==> src/rtl/exec_unit_iqueue.sv <==
// In-order instruction queue in front of the ALPU: buffers dispatch entries, resolves address operands, issues one at a time.
// Optional build macro EXEC_UNIT_IQUEUE_BYPASS_EN lets a push into an empty, idle queue load the head stage directly.
package exec_unit_iqueue_pkg;
    localparam int DATA_WIDTH = 16;

    typedef struct packed {
        logic [3:0] unit;
        logic [3:0] bank;
        logic [7:0] slot;
    } type_exec_unit_addr;

    typedef struct packed {
        logic [DATA_WIDTH-1:0] data;
    } type_immediate;

    typedef union packed {
        type_exec_unit_addr as_addr;
        type_immediate      as_immediate;
    } type_operand;

    typedef struct packed {
        logic               op0m;
        type_operand        op0;
        logic               op1m;
        type_operand        op1;
        type_exec_unit_addr opd;
    } type_iqueue_entry;

    typedef struct packed {
        logic [DATA_WIDTH-1:0] op0_data;
        logic                  op0_valid;
        logic [DATA_WIDTH-1:0] op1_data;
        logic                  op1_valid;
        type_exec_unit_addr    opd_addr;
        logic                  opd_ready;
    } type_alpu_channel_rx;
endpackage

module exec_unit_iqueue
    import exec_unit_iqueue_pkg::*;
#(
    parameter int DEPTH  = 8,
    parameter int EU_IDX = 0
) (
    input  logic                  i_clk,
    input  logic                  i_nrst,
    input  logic                  i_push_valid,
    input  type_iqueue_entry      i_push_entry,
    output logic                  o_push_ready,
    output logic                  o_op0_rd_req,
    output type_exec_unit_addr    o_op0_rd_addr,
    input  logic                  i_op0_rd_valid,
    input  logic [DATA_WIDTH-1:0] i_op0_rd_data,
    output logic                  o_op1_rd_req,
    output type_exec_unit_addr    o_op1_rd_addr,
    input  logic                  i_op1_rd_valid,
    input  logic [DATA_WIDTH-1:0] i_op1_rd_data,
    input  logic                  i_opd_ready,
    output type_alpu_channel_rx   o_alpu_rx,
    input  logic                  i_alpu_accept
);
    localparam int AW = $clog2(DEPTH);

    if ((DEPTH < 2) || ((DEPTH & (DEPTH - 1)) != 0) || (EU_IDX < 0)) begin : g_bad_param
        $error("exec_unit_iqueue: DEPTH must be a power of two >= 2 and EU_IDX non-negative");
    end

    typedef enum logic [1:0] {
        ST_IDLE    = 2'd0,
        ST_RESOLVE = 2'd1,
        ST_ISSUE   = 2'd2
    } state_t;

    state_t                state_q, state_d;
    logic [AW:0]           wr_ptr_q, wr_ptr_d, rd_ptr_q, rd_ptr_d;
    type_iqueue_entry      mem_q [DEPTH];
    type_exec_unit_addr    op0_addr_q, op0_addr_d, op1_addr_q, op1_addr_d;
    type_exec_unit_addr    opd_q, opd_d;
    logic                  op0_res_q, op0_res_d, op1_res_q, op1_res_d;
    logic [DATA_WIDTH-1:0] op0_data_q, op0_data_d, op1_data_q, op1_data_d;

    logic             empty_s, full_s, push_s, bypass_s, fifo_wr_s;
    logic             load_s, pop_s, retire_s, cap0_s, cap1_s;
    type_iqueue_entry load_entry_s;
    type_alpu_channel_rx alpu_rx_s;

    assign empty_s  = (wr_ptr_q == rd_ptr_q);
    assign full_s   = (wr_ptr_q[AW-1:0] == rd_ptr_q[AW-1:0]) && (wr_ptr_q[AW] != rd_ptr_q[AW]);
    assign push_s   = i_push_valid && !full_s;
    assign retire_s = (state_q == ST_ISSUE) && i_alpu_accept && i_opd_ready;

`ifdef EXEC_UNIT_IQUEUE_BYPASS_EN
    assign bypass_s = push_s && empty_s && ((state_q == ST_IDLE) || retire_s);
`else
    assign bypass_s = 1'b0;
`endif

    assign fifo_wr_s    = push_s && !bypass_s;
    assign load_entry_s = pop_s ? mem_q[rd_ptr_q[AW-1:0]] : i_push_entry;

    // Requests are gated by state, so responses outside RESOLVE never capture.
    assign o_op0_rd_req  = (state_q == ST_RESOLVE) && !op0_res_q;
    assign o_op1_rd_req  = (state_q == ST_RESOLVE) && !op1_res_q;
    assign o_op0_rd_addr = op0_addr_q;
    assign o_op1_rd_addr = op1_addr_q;
    assign cap0_s        = o_op0_rd_req && i_op0_rd_valid;
    assign cap1_s        = o_op1_rd_req && i_op1_rd_valid;
    assign o_push_ready  = !full_s;

    // Head-stage next state: new entry on load, otherwise operand captures.
    assign op0_addr_d = load_s ? load_entry_s.op0.as_addr : op0_addr_q;
    assign op1_addr_d = load_s ? load_entry_s.op1.as_addr : op1_addr_q;
    assign opd_d      = load_s ? load_entry_s.opd : opd_q;
    assign op0_res_d  = load_s ? !load_entry_s.op0m : (op0_res_q || cap0_s);
    assign op1_res_d  = load_s ? !load_entry_s.op1m : (op1_res_q || cap1_s);
    assign op0_data_d = load_s ? load_entry_s.op0.as_immediate.data : (cap0_s ? i_op0_rd_data : op0_data_q);
    assign op1_data_d = load_s ? load_entry_s.op1.as_immediate.data : (cap1_s ? i_op1_rd_data : op1_data_q);
    assign wr_ptr_d   = wr_ptr_q + {{AW{1'b0}}, fifo_wr_s};
    assign rd_ptr_d   = rd_ptr_q + {{AW{1'b0}}, pop_s};

    // Head FSM next state and FIFO pop/load decisions.
    always_comb begin
        state_d = state_q;
        load_s  = 1'b0;
        pop_s   = 1'b0;
        case (state_q)
            ST_IDLE: begin
                load_s  = !empty_s || bypass_s;
                pop_s   = !empty_s;
                state_d = load_s ? ST_RESOLVE : ST_IDLE;
            end
            ST_RESOLVE: begin
                if ((op0_res_q || cap0_s) && (op1_res_q || cap1_s)) begin
                    state_d = ST_ISSUE;
                end else begin
                    state_d = ST_RESOLVE;
                end
            end
            ST_ISSUE: begin
                if (retire_s) begin
                    load_s  = !empty_s || bypass_s;
                    pop_s   = !empty_s;
                    state_d = load_s ? ST_RESOLVE : ST_IDLE;
                end else begin
                    state_d = ST_ISSUE;
                end
            end
            default: begin
                state_d = ST_IDLE;
            end
        endcase
    end

    // FIFO storage; occupancy lives in the pointers, so contents need no reset.
    always_ff @(posedge i_clk) begin
        if (fifo_wr_s) begin
            mem_q[wr_ptr_q[AW-1:0]] <= i_push_entry;
        end
    end

    // State, pointers and head-stage registers.
    always_ff @(posedge i_clk or negedge i_nrst) begin
        if (!i_nrst) begin
            state_q    <= ST_IDLE;
            wr_ptr_q   <= '0;
            rd_ptr_q   <= '0;
            op0_addr_q <= '0;
            op1_addr_q <= '0;
            opd_q      <= '0;
            op0_res_q  <= 1'b0;
            op1_res_q  <= 1'b0;
            op0_data_q <= '0;
            op1_data_q <= '0;
        end else begin
            state_q    <= state_d;
            wr_ptr_q   <= wr_ptr_d;
            rd_ptr_q   <= rd_ptr_d;
            op0_addr_q <= op0_addr_d;
            op1_addr_q <= op1_addr_d;
            opd_q      <= opd_d;
            op0_res_q  <= op0_res_d;
            op1_res_q  <= op1_res_d;
            op0_data_q <= op0_data_d;
            op1_data_q <= op1_data_d;
        end
    end

    // ALPU channel; valids and opd_ready only in ISSUE so reset shows all zeros.
    always_comb begin
        alpu_rx_s           = '0;
        alpu_rx_s.op0_data  = op0_data_q;
        alpu_rx_s.op1_data  = op1_data_q;
        alpu_rx_s.op0_valid = (state_q == ST_ISSUE) && op0_res_q;
        alpu_rx_s.op1_valid = (state_q == ST_ISSUE) && op1_res_q;
        alpu_rx_s.opd_addr  = opd_q;
        alpu_rx_s.opd_ready = (state_q == ST_ISSUE) && i_opd_ready;
    end

    assign o_alpu_rx = alpu_rx_s;
endmodule

==> config.mk <==
export PLATFORM = sky130hd
export DESIGN_NAME = exec_unit_iqueue
export DESIGN_NICKNAME = d
export VERILOG_FILES = /design/src/rtl/exec_unit_iqueue.sv
export SDC_FILE = /design/constraint.sdc
export NUM_CORES = 1
export LEC_CHECK = 0
export CAP_MARGIN = 5
export CELL_PAD_IN_SITES_DETAIL_PLACEMENT = 0
export CELL_PAD_IN_SITES_GLOBAL_PLACEMENT = 1
export CORE_UTILIZATION = 50
export CTS_BUF_LIST = sky130_fd_sc_hd__clkbuf_4 sky130_fd_sc_hd__clkbuf_8
export DETAILED_ROUTE_END_ITERATION = 8
export PLACE_DENSITY_LB_ADDON = 0.1
export SLEW_MARGIN = 10
export SYNTH_ARGS = -nofsm -noshare
export SYNTH_HDL_FRONTEND = slang
export SYNTH_SLANG_ARGS = --single-unit
==> constraint.sdc <==
create_clock -name i_clk -period 14.8 [get_ports i_clk]
set_input_delay 2.96 -clock i_clk [delete_from_list [all_inputs] [get_ports i_clk]]
set_output_delay 2.96 -clock i_clk [all_outputs]
set_load 0.005 [all_outputs]
Word-level counts from Yosys, hierarchy flattened. Memory sizes are Yosys's and may differ from the RTL's. Cells that the tools add are included.

Output and inout port bits: 86. Input bits: 89. Register bits after elaboration: 92. Memories kept: 1. RAM bits: 400.

Memory list: mem_q (depth 8, width 50, read ports 1, clocked after Yosys merged registers in 0, write ports 1, line 76) `type_iqueue_entry mem_q [DEPTH];`.

Equal/unequal tests: 5. Reduce and logical (&&, ||, !) cells: 23. Mux-type cells: 15. $add $sub $neg: 2.

Operators with widths (count): 2-to-1 mux 16 bit (4); 2-to-1 mux 50 bit (1); logical AND 1 bit (12); adder 4 x 1 -> 4 bit (2); logical NOT 1 bit (6); 2-to-1 mux 1 bit (6); case mux 2 bit (3 select lines) (1); equality test 4 bit (1); 2-to-1 mux 2 bit (2); nonzero test 2 bit (2); equality test 3 bit (1); equality test 2 x 1 -> 1 bit, second input constant (1); equality test 2 bit, second input constant (1); logical NOT 2 bit (1); logical OR 1 bit (2); case mux 1 bit (2 select lines) (1); != test 1 bit (1).

Longest topological paths before layout. Gate-level depths: netlist of the first run.

Depth after elaboration: 8. Gate-level depth with buffers: 9. Gate-level depth less buffers: 7.

Worst setup path after synthesis of the first run. No wires, ideal clock.

Path type: input port to flip-flop. From: input i_push_valid. To: memory mem_q[0][0] (netlist bit), enable pin. Arrival: 6.776 ns. Slack: 7.505 ns. Buffers on the path: 0. Required time: 14.281 ns. Setup time: 0.519 ns. Stages: 4. Path through: inv_1 > a41oi_1 > nand2b_1 > nor3_1.

Cells in the longest elaborated chain, start to end: 3.

RTL lines: from (decl) (line 47) `input logic i_push_valid,`; logical AND 1 bit (line 89) `assign push_s = i_push_valid && !full_s;`; 2-to-1 mux 1 bit (line 156) `if (fifo_wr_s) begin`; 2-to-1 mux 1 bit (implied by the code) (line 157) `mem_q[wr_ptr_q[AW-1:0]] <= i_push_entry;`; to (decl) (line 76).

Every way passes these cells.

==> results.yml, run 1 <==
pwr:
  intPower_mw: 3.23
  power_switching_mw: 1.46
  finalPower_mw: 4.68
  netSwitchingFraction_pct: 31.1
  p_comb_share_pct: 31.6
  ir_worst_vdd_mv: 0.115
  clock_power_share_pct: 24.9
  leakage_nw: 7.90
  seq_power_share_pct: 43.5
  powerDensity_nw_per_um2: 205
synth:
  synth_area_leaders: "edfxtp_1, dfrtp_1, mux4_2"
  syn_avg_cell_area_um2: 20.8
  ys_ff_latch: 492
  syn_nets: 1001
  yosys.area.top_type: "edfxtp_1"
  synth_top_area_share_pct: 63.7
  syn-cell-area_um2: 18900
  ys_types: 30
  synth_warnings: 0
  synthCells: 908
  synth-seq-area-share_pct: 75.9
clock_network:
  post_cts_buffers: 0
  cts_hold_buf: 0
  path_clk_slew_ps: 50
  insertion_delay_ps: 610
  ctsRootBufferMaster: "clkbuf_8"
  max-clock-path-buffers: 3
  cts.repair.resized: 0
  numCtsBuffers: 80
  htreeDepth: 3
  tritoncts: "built"
  cts_sinks: 492
hold_path:
  worstHoldStart: "wr_ptr_q[3]"
  hp-class: "reg -> reg"
  holdPathStages: 1
  min_to: "wr_ptr_q[3]"
final_layout:
  fin_util_pct: 61.9
  drive_gt1_share_pct: 23.4
  seqCellArea_um2: 14300
  multi_input_area_um2: 4340
  nets: 1225
  area_delta_synth_final_pct: 20.9
  n_fill_cell: 2668
  final_cells: 1705
floorplan:
  pin_count: 175
  die_area_um2: 38500
  start_util_pct: 51.2
  die_w_um: 196
  core_area_um2: 36900
  row_count: 70
  dieHeight_um: 196
sta:
  fin_crit_ps: 7000
  finalSetupTns_ps: 0
  final.setup.worst_slack_ps: 7800
  max_freq_mhz: 143
  period_share_pct: 47.3
  finalHoldViolations: 0
  rsz0062_at_grt: "no"
  tightest_slew_ps: 1060
  finalMaxSlewViolations: 0
  slew_headroom_pct: 29.1
  clock_skew_ps: 16.4
  setup_viol_count_final: 0
routing:
  post_drt_wl_per_cell_um: 23.1
  drt_iter0_drc: 632
  vias_per_cell: 5.48
  drt_wl_total_um: 39300
  first_pass_iters: 4
  vias: 9345
  ant_nets: 0
  drc: 0
place:
  dp.cells: 1554
  place_ws_ps: 7800
  port_buffers: 174
  place_congestion: 0.710
  dp_hpwl_um: 21800
grt:
  grt_antenna_before_repair: 1
  grt_pass1_vias: 10100
  grt_max_degree: 66
  grt_usage_pct: 21.2
  grt-ovfl-total: 0
  grt_pass1_wl_um: 60200
setup_path:
  crit_path_end_kind: "output pin"
  critPathRequiredTime_ps: 11840
  criticalPathCategory: "in -> out"
  rrSetupSlack_ps: 10830
  arrival_ps: 4040
  r2r_start: "rd_ptr_q[1]"
  rr_endpoint: "mem_q[1][43]"
  crit_fanout: 2
  ff2ff_path_depth: 5
  crit_path_start_kind: "input port"
job:
  cap_viol_max_count: 0
run_status:
  status: "complete, no violations"
## synthesized netlist by cell type
master / number
edfxtp_1: 400
mux2i_1: 114
mux4_2: 100
a21oi_1: 97
dfrtp_1: 92
buf_2: 19
buf_4: 13
clkbuf_1: 12
nor2_1: 11
buf_6: 7
ha_1: 4
nand2_1: 4
nand2b_1: 4
nand3_1: 4
and2_1: 3
o21ai_0: 3
xnor2_1: 3
xor2_1: 3
nor3_1: 2
nor4bb_1: 2
xnor2_2: 2
a41oi_1: 1
inv_1: 1
inv_2: 1
nand2_2: 1
nand4_1: 1
nand4b_2: 1
nor2b_1: 1
o21ai_1: 1
o22ai_1: 1
## per-layer routing
metal  track usage [%]  vias to the layer above  wire (µm)
met2              34.1                      252      19300
met5                 0                        -          0
met1              29.4                     4879      17500
met4              5.96                        0        580
li1                  -                     4164          -
met3              4.71                       50       1950
## how the worst max path moves through the flow
stage,from,end,slack (ps),depth (start not counted)
floorplan,i_push_valid,mem_q[0][0],7510,4
global placement,i_opd_ready,o_alpu_rx[0],7790,3
detailed placement,i_opd_ready,o_alpu_rx[0],7800,3
CTS,i_opd_ready,o_alpu_rx[0],7790,3
global route,i_opd_ready,o_alpu_rx[0],7770,3
finish,i_opd_ready,o_alpu_rx[0],7800,3
## logic make-up (layout without fill, tap and decap cells)
group,Yosys count,count (layout),share of synthesized area (%)
XOR/XNOR,8,8,0.451
flip-flops,492,492,75.9
AND/OR/NAND/NOR,34,34,0.975
AO/OA/AOI/OAI,103,103,2.76
adder cells (fa/ha/maj),4,4,0.265
other,0,2,0
multiplexers,214,214,18.0
buffers and inverters,53,344,1.72
## per-stage QoR
stage	cell area (µm²)	hold WS, ps
6_report	22800	492
4_1_cts	22800	493
2_1_floorplan	18900	464
5_1_grt	22800	521
3_5_place_dp	21200	486
3_3_place_gp	21200	481
## placed cells by master, fill, tap and decap left out, drive strengths merged, types with 11 or more instances in the layout
cell / netlist / routed
mux2i: 114 / 114
mux4: 100 / 100
a21oi: 97 / 97
clkinv: 0 / 21
dfrtp: 92 / 92
clkbuf: 12 / 121
clkdlybuf4s50: 0 / 173
edfxtp: 400 / 400
buf: 39 / 20
nor2: 11 / 11
## power groups by stage
| stage | clock network (mW) | registers (mW) | logic [mW] |
|---|---|---|---|
| global route | 1.26 | 2.07 | 1.61 |
| CTS | 1.20 | 2.04 | 1.51 |
| global placement | 0 | 2.06 | 1.49 |
| detailed placement | 0 | 2.07 | 1.51 |
| finish | 1.17 | 2.04 | 1.48 |
| floorplan | 0 | 1.96 | 1.01 |
## registers in the layout (all words and copies together), names as in the netlist
signal / count
op0_data_q: 16
o_op0_rd_addr: 16
state_q: 2
rd_ptr_q: 4
op1_res_q: 1
o_op1_rd_addr: 16
wr_ptr_q: 4
mem_q: 400
op1_data_q: 16
o_alpu_rx: 16
op0_res_q: 1
## area by class of cell
type | instances | share of cell area (%)
antenna | 2 | 0.0219
clock buffer | 121 | 6.37
clock inverter | 28 | 0.773
inverter | 2 | 0.0329
multi-input combinational | 363 | 19.0
sequential | 492 | 62.8
tap | 504 | 2.76
timing repair buffer | 193 | 8.25
## worst max-delay path: stages
cell             delay [ps]
clkdlybuf4s50_1         470
and2_1                  120
clkdlybuf4s50_1         490
No activity file was read; power rests on OpenSTA's default activity.
==> run 2: changes to the inputs <==
==> constraint.sdc (replaced) <==
create_clock -name i_clk -period 7.4 [get_ports i_clk]
set_input_delay 1.48 -clock i_clk [delete_from_list [all_inputs] [get_ports i_clk]]
set_output_delay 1.48 -clock i_clk [all_outputs]
set_load 0.005 [all_outputs]
==> run 2 against run 1 <==
  * Utilization fell by 0.092 points
  * Register-to-register slack got worse by 7300 ps
  * Global-route usage is 0.46 points higher
  * Non-clock buffer count is 1 higher
  * Flip-flop and latch count stayed put
  * Critical endpoint is now o_alpu_rx[4]
  * Largest power group unchanged
  * Highest routed layer unchanged
==> results.yml, run 2 (same netlist as run 1, synthesis figures left out) <==
setup_path:
  crit_path_end_kind: "flip-flop"
  criticalPathCategory: "in -> reg"
  path_cells: "clkdlybuf4s50_1 -> nand2_1 -> a21oi_4 -> buf_4 -> nand2_2 -> buf_4 -> inv_2 -> buf_4 -> a21oi_1"
  crit_fanout: 51
  crit_path_start_kind: "input port"
  crit_path_frequent_cell: "buf_4"
  slowest_stage: "nand2_2"
  crit_family: "buffers and inverters"
  arrival_ps: 4730
  max_stage_delay_ps: 610
  critPathRequiredTime_ps: 7850
  crit_buf_inv: 5
routing:
  drt_iter0_drc: 545
  ant_nets: 0
  drt_wl_total_um: 39900
  drc: 0
  vias: 9385
  post_drt_wl_per_cell_um: 23.5
  first_pass_iters: 5
  vias_per_cell: 5.52
clock_network:
  tritoncts: "built"
  max-clock-path-buffers: 3
  cts.repair.resized: 0
  path_clk_slew_ps: 60
  insertion_delay_ps: 610
  cts_sinks: 492
  htreeDepth: 3
  cts_hold_buf: 0
  numCtsBuffers: 78
  ctsRootBufferMaster: "clkbuf_8"
  post_cts_buffers: 0
sta:
  max_freq_mhz: 233
  period_share_pct: 57.9
  slew_headroom_pct: 18.7
  finalHoldViolations: 0
  tightest_slew_ps: 1220
  finalMaxSlewViolations: 0
  whs_ps: 492
  clock_skew_ps: 23.4
  fin_crit_ps: 4280
  rsz0062_at_grt: "no"
  setup_viol_count_final: 0
  finalSetupTns_ps: 0
grt:
  grt_antenna_before_repair: 3
  use_met2_pct: 34.7
  grt_max_degree: 60
  grt_pass1_vias: 10200
  grt_usage_pct: 21.7
  top_usage_layer: "met2"
  met3_usage_pct: 4.57
  grt-ovfl-total: 0
  grt_pass1_wl_um: 61300
  met1_usage_pct: 30.0
pwr:
  powerDensity_nw_per_um2: 410
  leakage_nw: 7.86
  ir_worst_vdd_mv: 0.248
final_layout:
  postLayoutCellArea_um2: 22800
  final_cells: 1701
  nets: 1224
  n_fill_cell: 2677
  multi_input_area_um2: 4340
  largest_reg_flops: 400
  seqCellArea_um2: 14300
  area_delta_synth_final_pct: 20.7
  mostFrequentLayoutCells: "edfxtp_1, clkdlybuf4s50_1, mux2i_1"
  final_common_cell: "edfxtp_1"
  drive_gt1_share_pct: 22.3
floorplan:
  pin_count: 175
  core_area_um2: 36900
  row_count: 70
  start_util_pct: 51.2
  die_w_um: 196
  die_area_um2: 38500
  dieHeight_um: 196
place:
  place_area_um2: 21200
  dp_hpwl_um: 22600
  place_congestion: 0.707
  port_buffers: 174
  dp.cells: 1555
hold_path:
  hp-class: "reg -> reg"
run_status:
  status: "complete, no violations"
job:
  cap_viol_max_count: 0
==> run 2: cell types whose count changed in the layout (fill, tap and decap cells not counted), sizes merged <==
cell	change
clkinv	-2
bufinv	+1
inv	-4
clkinvlp	+2
buf	+1
clkbuf	-2
==> run 2: per-stage QoR <==
| stage | worst slack (ps) | power (mW) | util, % |
|---|---|---|---|
| CTS | 3080 | 9.48 | 61.8 |
| global route | 2940 | 9.87 | 61.8 |
| finish | 3120 | 9.35 | 61.8 |
| floorplan | 1590 | 5.94 | - |
| detailed placement | 2510 | 7.16 | 57.5 |
| global placement | 2550 | 7.10 | 57.5 |
==> run 2: worst reg2reg max path: stages (launching register included) <==
cell     delay, ps
dfrtp_4       1040
xnor2_1        320
a41oi_1        390
nand2_1        270
nor2_4        1000
buf_4          480
==> run 2: worst paths after layout <==
check / endpoint / cells after the start / slack (ps) / startpoint
setup / recovery: o_alpu_rx[4] / 9 / 3120 / i_opd_ready
hold / removal: wr_ptr_q[3] / 1 / 490 / wr_ptr_q[3]
setup reg to reg: mem_q[5][27] / 5 / 3540 / rd_ptr_q[1]
hold reg to reg: wr_ptr_q[3] / 1 / 490 / wr_ptr_q[3]
max in group asynchronous: op0_data_q[11] / 2 / 5320 / i_nrst
min in group asynchronous: o_op1_rd_addr[11] / 1 / 840 / i_nrst
==> run 2: cell type report <==
class                           count  share of cell area (%)
Inverter                            2                  0.0330
Clock buffer                      119                    6.26
Clock inverter                     25                   0.714
Multi-Input combinational cell    363                    19.0
Timing Repair Buffer              194                    8.29
Tap cell                          504                    2.77
Sequential cell                   492                    62.9
Antenna cell                        2                  0.0220
==> run 2: power by group <==
group	switching, mW	total, mW	leakage (nW)	internal [mW]
Clock	1.01	2.31	0.829	1.30
Sequential	0.435	4.08	4.67	3.65
Combinational	1.45	2.96	2.35	1.51
Total	2.90	9.35	7.86	6.45
==> run 2: metal layers <==
layer / share of wire [%] / vias up
li1: - / 4155
met2: 48 / 273
met3: 5.0 / 58
met4: 2.0 / 0
met1: 45 / 4899
met5: 0 / -
